`src/rtl/sccomp_dump.sv`:
```
// End-of-run capture unit for sccomp: on a halt PC or cycle-budget trigger it
// freezes the CPU and streams the trigger PC followed by r0..r31 over valid/ready.
module sccomp_dump #(
    parameter logic [31:0] HALT_PC    = 32'h00000048,
    parameter int          MAX_CYCLES = 1000,
    parameter int          CNT_W      = 16
) (
    input  logic        clk,
    input  logic        rstn,
    input  logic [31:0] pc,
    output logic        cpu_hold,
    output logic [4:0]  reg_sel,
    input  logic [31:0] reg_data,
    output logic        out_valid,
    input  logic        out_ready,
    output logic [31:0] out_data,
    output logic        out_last,
    output logic        done,
    output logic        timeout
);

    typedef enum logic [1:0] {RUN, LOAD, EMIT, DONE} state_t;

    localparam logic [CNT_W-1:0] CNT_LAST = CNT_W'(MAX_CYCLES - 1);
    localparam logic [CNT_W-1:0] CNT_SAT  = '1;

    state_t           state, state_nxt;
    logic [CNT_W-1:0] cyc_cnt;
    logic [4:0]       idx;
    logic             word_is_reg;
    logic             trig_pc, trig_to, trig, hs;

    assign trig_pc = (state == RUN) && (pc == HALT_PC);
    assign trig_to = (state == RUN) && (cyc_cnt == CNT_LAST);
    assign trig    = trig_pc | trig_to;
    assign hs      = (state == EMIT) && out_ready;

    // Combinational so the CPU freezes on the triggering edge itself.
    assign cpu_hold = rstn & ((state != RUN) | trig);
    assign reg_sel  = idx;
    assign done     = (state == DONE);

    always_ff @(posedge clk or negedge rstn) begin
        if (!rstn) begin
            state <= RUN;
        end else begin
            state <= state_nxt;
        end
    end

    always_comb begin
        state_nxt = state;
        case (state)
            RUN:     if (trig) state_nxt = EMIT;
            EMIT:    if (hs) state_nxt = out_last ? DONE : LOAD;
            LOAD:    state_nxt = EMIT;
            DONE:    state_nxt = DONE;
            default: state_nxt = RUN;
        endcase
    end

    always_ff @(posedge clk or negedge rstn) begin
        if (!rstn) begin
            cyc_cnt     <= '0;
            idx         <= '0;
            word_is_reg <= 1'b0;
            out_valid   <= 1'b0;
            out_data    <= '0;
            out_last    <= 1'b0;
            timeout     <= 1'b0;
        end else begin
            case (state)
                RUN: begin
                    if (cyc_cnt != CNT_SAT) cyc_cnt <= cyc_cnt + 1'b1;
                    if (trig) begin
                        out_data    <= pc;
                        out_valid   <= 1'b1;
                        out_last    <= 1'b0;
                        timeout     <= trig_to & ~trig_pc;
                        idx         <= '0;
                        word_is_reg <= 1'b0;
                    end
                end
                EMIT: begin
                    if (hs) begin
                        out_valid <= 1'b0;
                        if (out_last) out_last <= 1'b0;
                        // Word 0 (trigger PC) leaves idx at 0 so r0 is read next.
                        else if (word_is_reg) idx <= idx + 5'd1;
                    end
                end
                LOAD: begin
                    out_data    <= (idx == 5'd0) ? 32'd0 : reg_data;
                    out_last    <= (idx == 5'd31);
                    out_valid   <= 1'b1;
                    word_is_reg <= 1'b1;
                end
                default: ;
            endcase
        end
    end

endmodule

```
`config.mk`:
```
export PLATFORM = sky130hd
export DESIGN_NAME = sccomp_dump
export DESIGN_NICKNAME = d
export VERILOG_FILES = /design/src/rtl/sccomp_dump.sv
export SDC_FILE = /design/constraint.sdc
export NUM_CORES = 1
export LEC_CHECK = 0
export ABC_AREA = 1
export CAP_MARGIN = 20
export CORE_ASPECT_RATIO = 0.6
export CORE_MARGIN = 5
export CORE_UTILIZATION = 47
export CTS_CLUSTER_SIZE = 40
export DETAILED_ROUTE_END_ITERATION = 16
export PLACE_DENSITY = 0.8
export RECOVER_POWER = 50
export SKIP_LAST_GASP = 1
export SYNTH_ARGS = -nofsm -noshare
export SYNTH_HDL_FRONTEND = slang
export SYNTH_SLANG_ARGS = --single-unit
```
`constraint.sdc`:
```
create_clock -name clk -period 2.7 [get_ports clk]
set_input_delay 0.675 -clock clk [delete_from_list [all_inputs] [get_ports clk]]
set_output_delay 0.675 -clock clk [all_outputs]
set_load 0.01 [all_outputs]
```
==> metrics.cfg <==
[floorplan]
die-area_sq_um=9340
core_area_sq_um=7270
start_util_pct=48.2
pin_count=109
die_w_um=122
std_cell_rows=24
die_y_um=76.9

[sta]
slew_viol_final=0
period_minus_slack_ps=2590
setup_violations=0
setup_ws_ps=110
skew_ps=7.77
relSlewSlack_pct=2.31
fin_crit_sh_pct=95.9
hold_violations=0
max_freq_mhz=386
tightest_slew_ps=1470

[worst_setup_path]
crit_arrival_ps=1920
r2r_setup_slack_ps=480
crit_required_ps=2030
slowest_delay_ps=470
crit_chain=clkdlybuf4s50_1 > nand2_1 > nor2_2 > nand2_1 > nor2_2 > nand2_1 > nand3_2 > nand2_1 > inv_1 > buf_2
endpoint_kind=output pin
critPathBufInv=3
crit-reg2reg-launch=cyc_cnt[0]
path_max_fanout=2
r2r-end=cyc_cnt[9]
crit_path_start_kind=input pin
rr_worst_depth=10
cp_slowest_cell=clkdlybuf4s50_1
cpLargestDelayFamily=buffers and inverters
cpMostUsedCell=nand2_1
path_class=input pin to output pin

[run_status]
status=finished, final reports clean

[global_routing]
grtUsageTotal_pct=24.2
grt_pass1_wl_mm=18.2
grt_max_degree=60
grt_overflow=0
antenna_found_initial=0
grt_pass1_vias=3671

[drt]
routedWlPerCell_um=14.8
drc=0
vias=3812
drtPass1Iterations=5
drt_iter0_markers=306
via_per_inst=5.08
finalWirelength_mm=11.1
antenna_left=0

[min_path]
min_delay_path_depth=2
min-delay-start=out_data[18]
hold_path.class=register to register
min_to=out_data[18]

[pwr]
internal_power_mw=3.06
pwr-share-comb_pct=44.2
p_per_area_nw_per_um2=932
p_clk_share_pct=26.8
p_switching_mw=1.86
ir_drop_mv=0.610
p_leak_nw=2.84
pwr-share-seq_pct=28.9
switching_share_pct=37.7

[clock_network]
clock_path_buffers=2
h-tree-depth=3
cts.sinks=59
numCtsBuffers=9
cts.clk_slew.worst_paths_ps=50
cts_tree=yes
clock_latency_ps=330
root_buffer=clkbuf_16

[finish]
antenna_cells=0
final_cell_mix=nand2_1, clkdlybuf4s50_1, inv_1
fin_nets=712
top_register=out_data
largest_register_ffs=32
stdcell_count=750
syn2layout_area_growth_pct=50.6
final_common_cell=nand2_1
drive_above_1_share_pct=13.8

[place]
hpwl_mm=7.89
numPlacedInstances=732
place_ws_ps=-364
gp_congestion=0.895
numPortBuffers=108

[logic_synthesis]
yosys.area.top_type=dfrtp_1
syn_nets=577
synthTopCellsByArea=dfrtp_1, nand2_1, inv_1
synth_seq_cells=59
synth_top_area_share_pct=42.1
postSynthAreaPerCell_sq_um=6.93
synth_area_sq_um=3510
synth_cell_types=27
ys.warnings.count=0
yosysSeqAreaShare_pct=42.1
synth_cells=506

[run]
maxCapViolCount=0

==> power groups by stage <==
stage / Clock [mW] / Sequential (mW) / Combinational (mW)
final: 1.32 / 1.42 / 2.18
after detailed placement: 0 / 1.42 / 2.20
after global routing: 1.37 / 1.46 / 2.39
after CTS: 1.33 / 1.42 / 2.22
after global placement: 0 / 1.41 / 2.14
after floorplan: 0 / 1.51 / 1.07
==> timing repair <==
item / 4_1_cts / 5_1_grt
buffers inserted: 0 / 2
endpoints found under the setup margin: 1 / 1
hold buffers: 0 / 0
pin swaps: 3 / 14
resized for setup: 7 / 51
==> worst reg2reg max path, stage by stage (launching register included) <==
cell     delay (ps)
dfrtp_1         420
ha_1            260
nand2_1         100
inv_1            80
nand2_1         130
nor2_2          150
nand2_2          60
nand2_1         280
inv_1           330
nand2_1         150
o21ai_0         120
==> per-layer routing <==
layer	GRT usage [%]	routed length [um]	part of all wire (%)
met4	5.93	118	1.1
met2	37.4	4900	44
met5	0	0	0
met1	33.7	5070	46
met3	6.76	1020	9.2
==> per-stage QoR <==
step	setup TNS [ps]	power [mW]	instance area (sq um)	util (%)	hold WS, ps
finish	0	4.92	5280	72.7	465
global route	-35.5	5.23	5280	72.7	489
CTS	0	4.97	5210	71.7	470
detailed placement	-1800	3.62	4880	67.1	458
global placement	-1440	3.55	4880	67.1	455
floorplan	0	2.58	3510	-	379
==> cell type report <==
type | instances | area (sq um)
clock inverter | 5 | 100
multi-input combinational | 338 | 1610
inverter | 92 | 345
fill | 579 | 1990
tap | 104 | 130
clock buffer | 11 | 243
sequential | 59 | 1480
timing repair buffer | 141 | 1380
==> kinds of logic (layout without fill, tap and decap cells) <==
family | count (synthesis) | after routing | share of synthesized area (%)
xor+xnor | 10 | 10 | 2.50
buf+inv | 109 | 249 | 12.3
fa+ha+maj | 4 | 4 | 1.43
flops | 59 | 59 | 42.1
compound gates | 46 | 46 | 8.03
simple gates | 278 | 278 | 33.6
==> worst max path at each step <==
stage | start | endpoint | depth (start not counted)
final | pc[6] | cpu_hold | 10
after global placement | pc[20] | cpu_hold | 11
after CTS | pc[24] | cpu_hold | 11
after floorplan | pc[10] | cpu_hold | 10
after global routing | pc[6] | cpu_hold | 10
after detailed placement | pc[30] | cpu_hold | 11
==> synthesized netlist by cell type <==
library cell / n
buf_6: 1
o21ai_1: 3
nor2_4: 1
inv_4: 1
nand4_1: 4
nand3_2: 1
a21oi_1: 1
dfrtp_1: 59
clkbuf_1: 6
nand3b_1: 1
nand2_4: 1
ha_1: 4
inv_2: 1
o22ai_1: 30
nor2_2: 3
xor2_1: 9
nand3_1: 54
xnor2_1: 1
o21ai_0: 8
buf_2: 10
inv_1: 90
nor3_1: 12
o21ai_2: 3
nand2_1: 154
o31ai_1: 1
nand2_2: 4
nor2_1: 43
No activity file was read; power rests on OpenSTA's default activity.
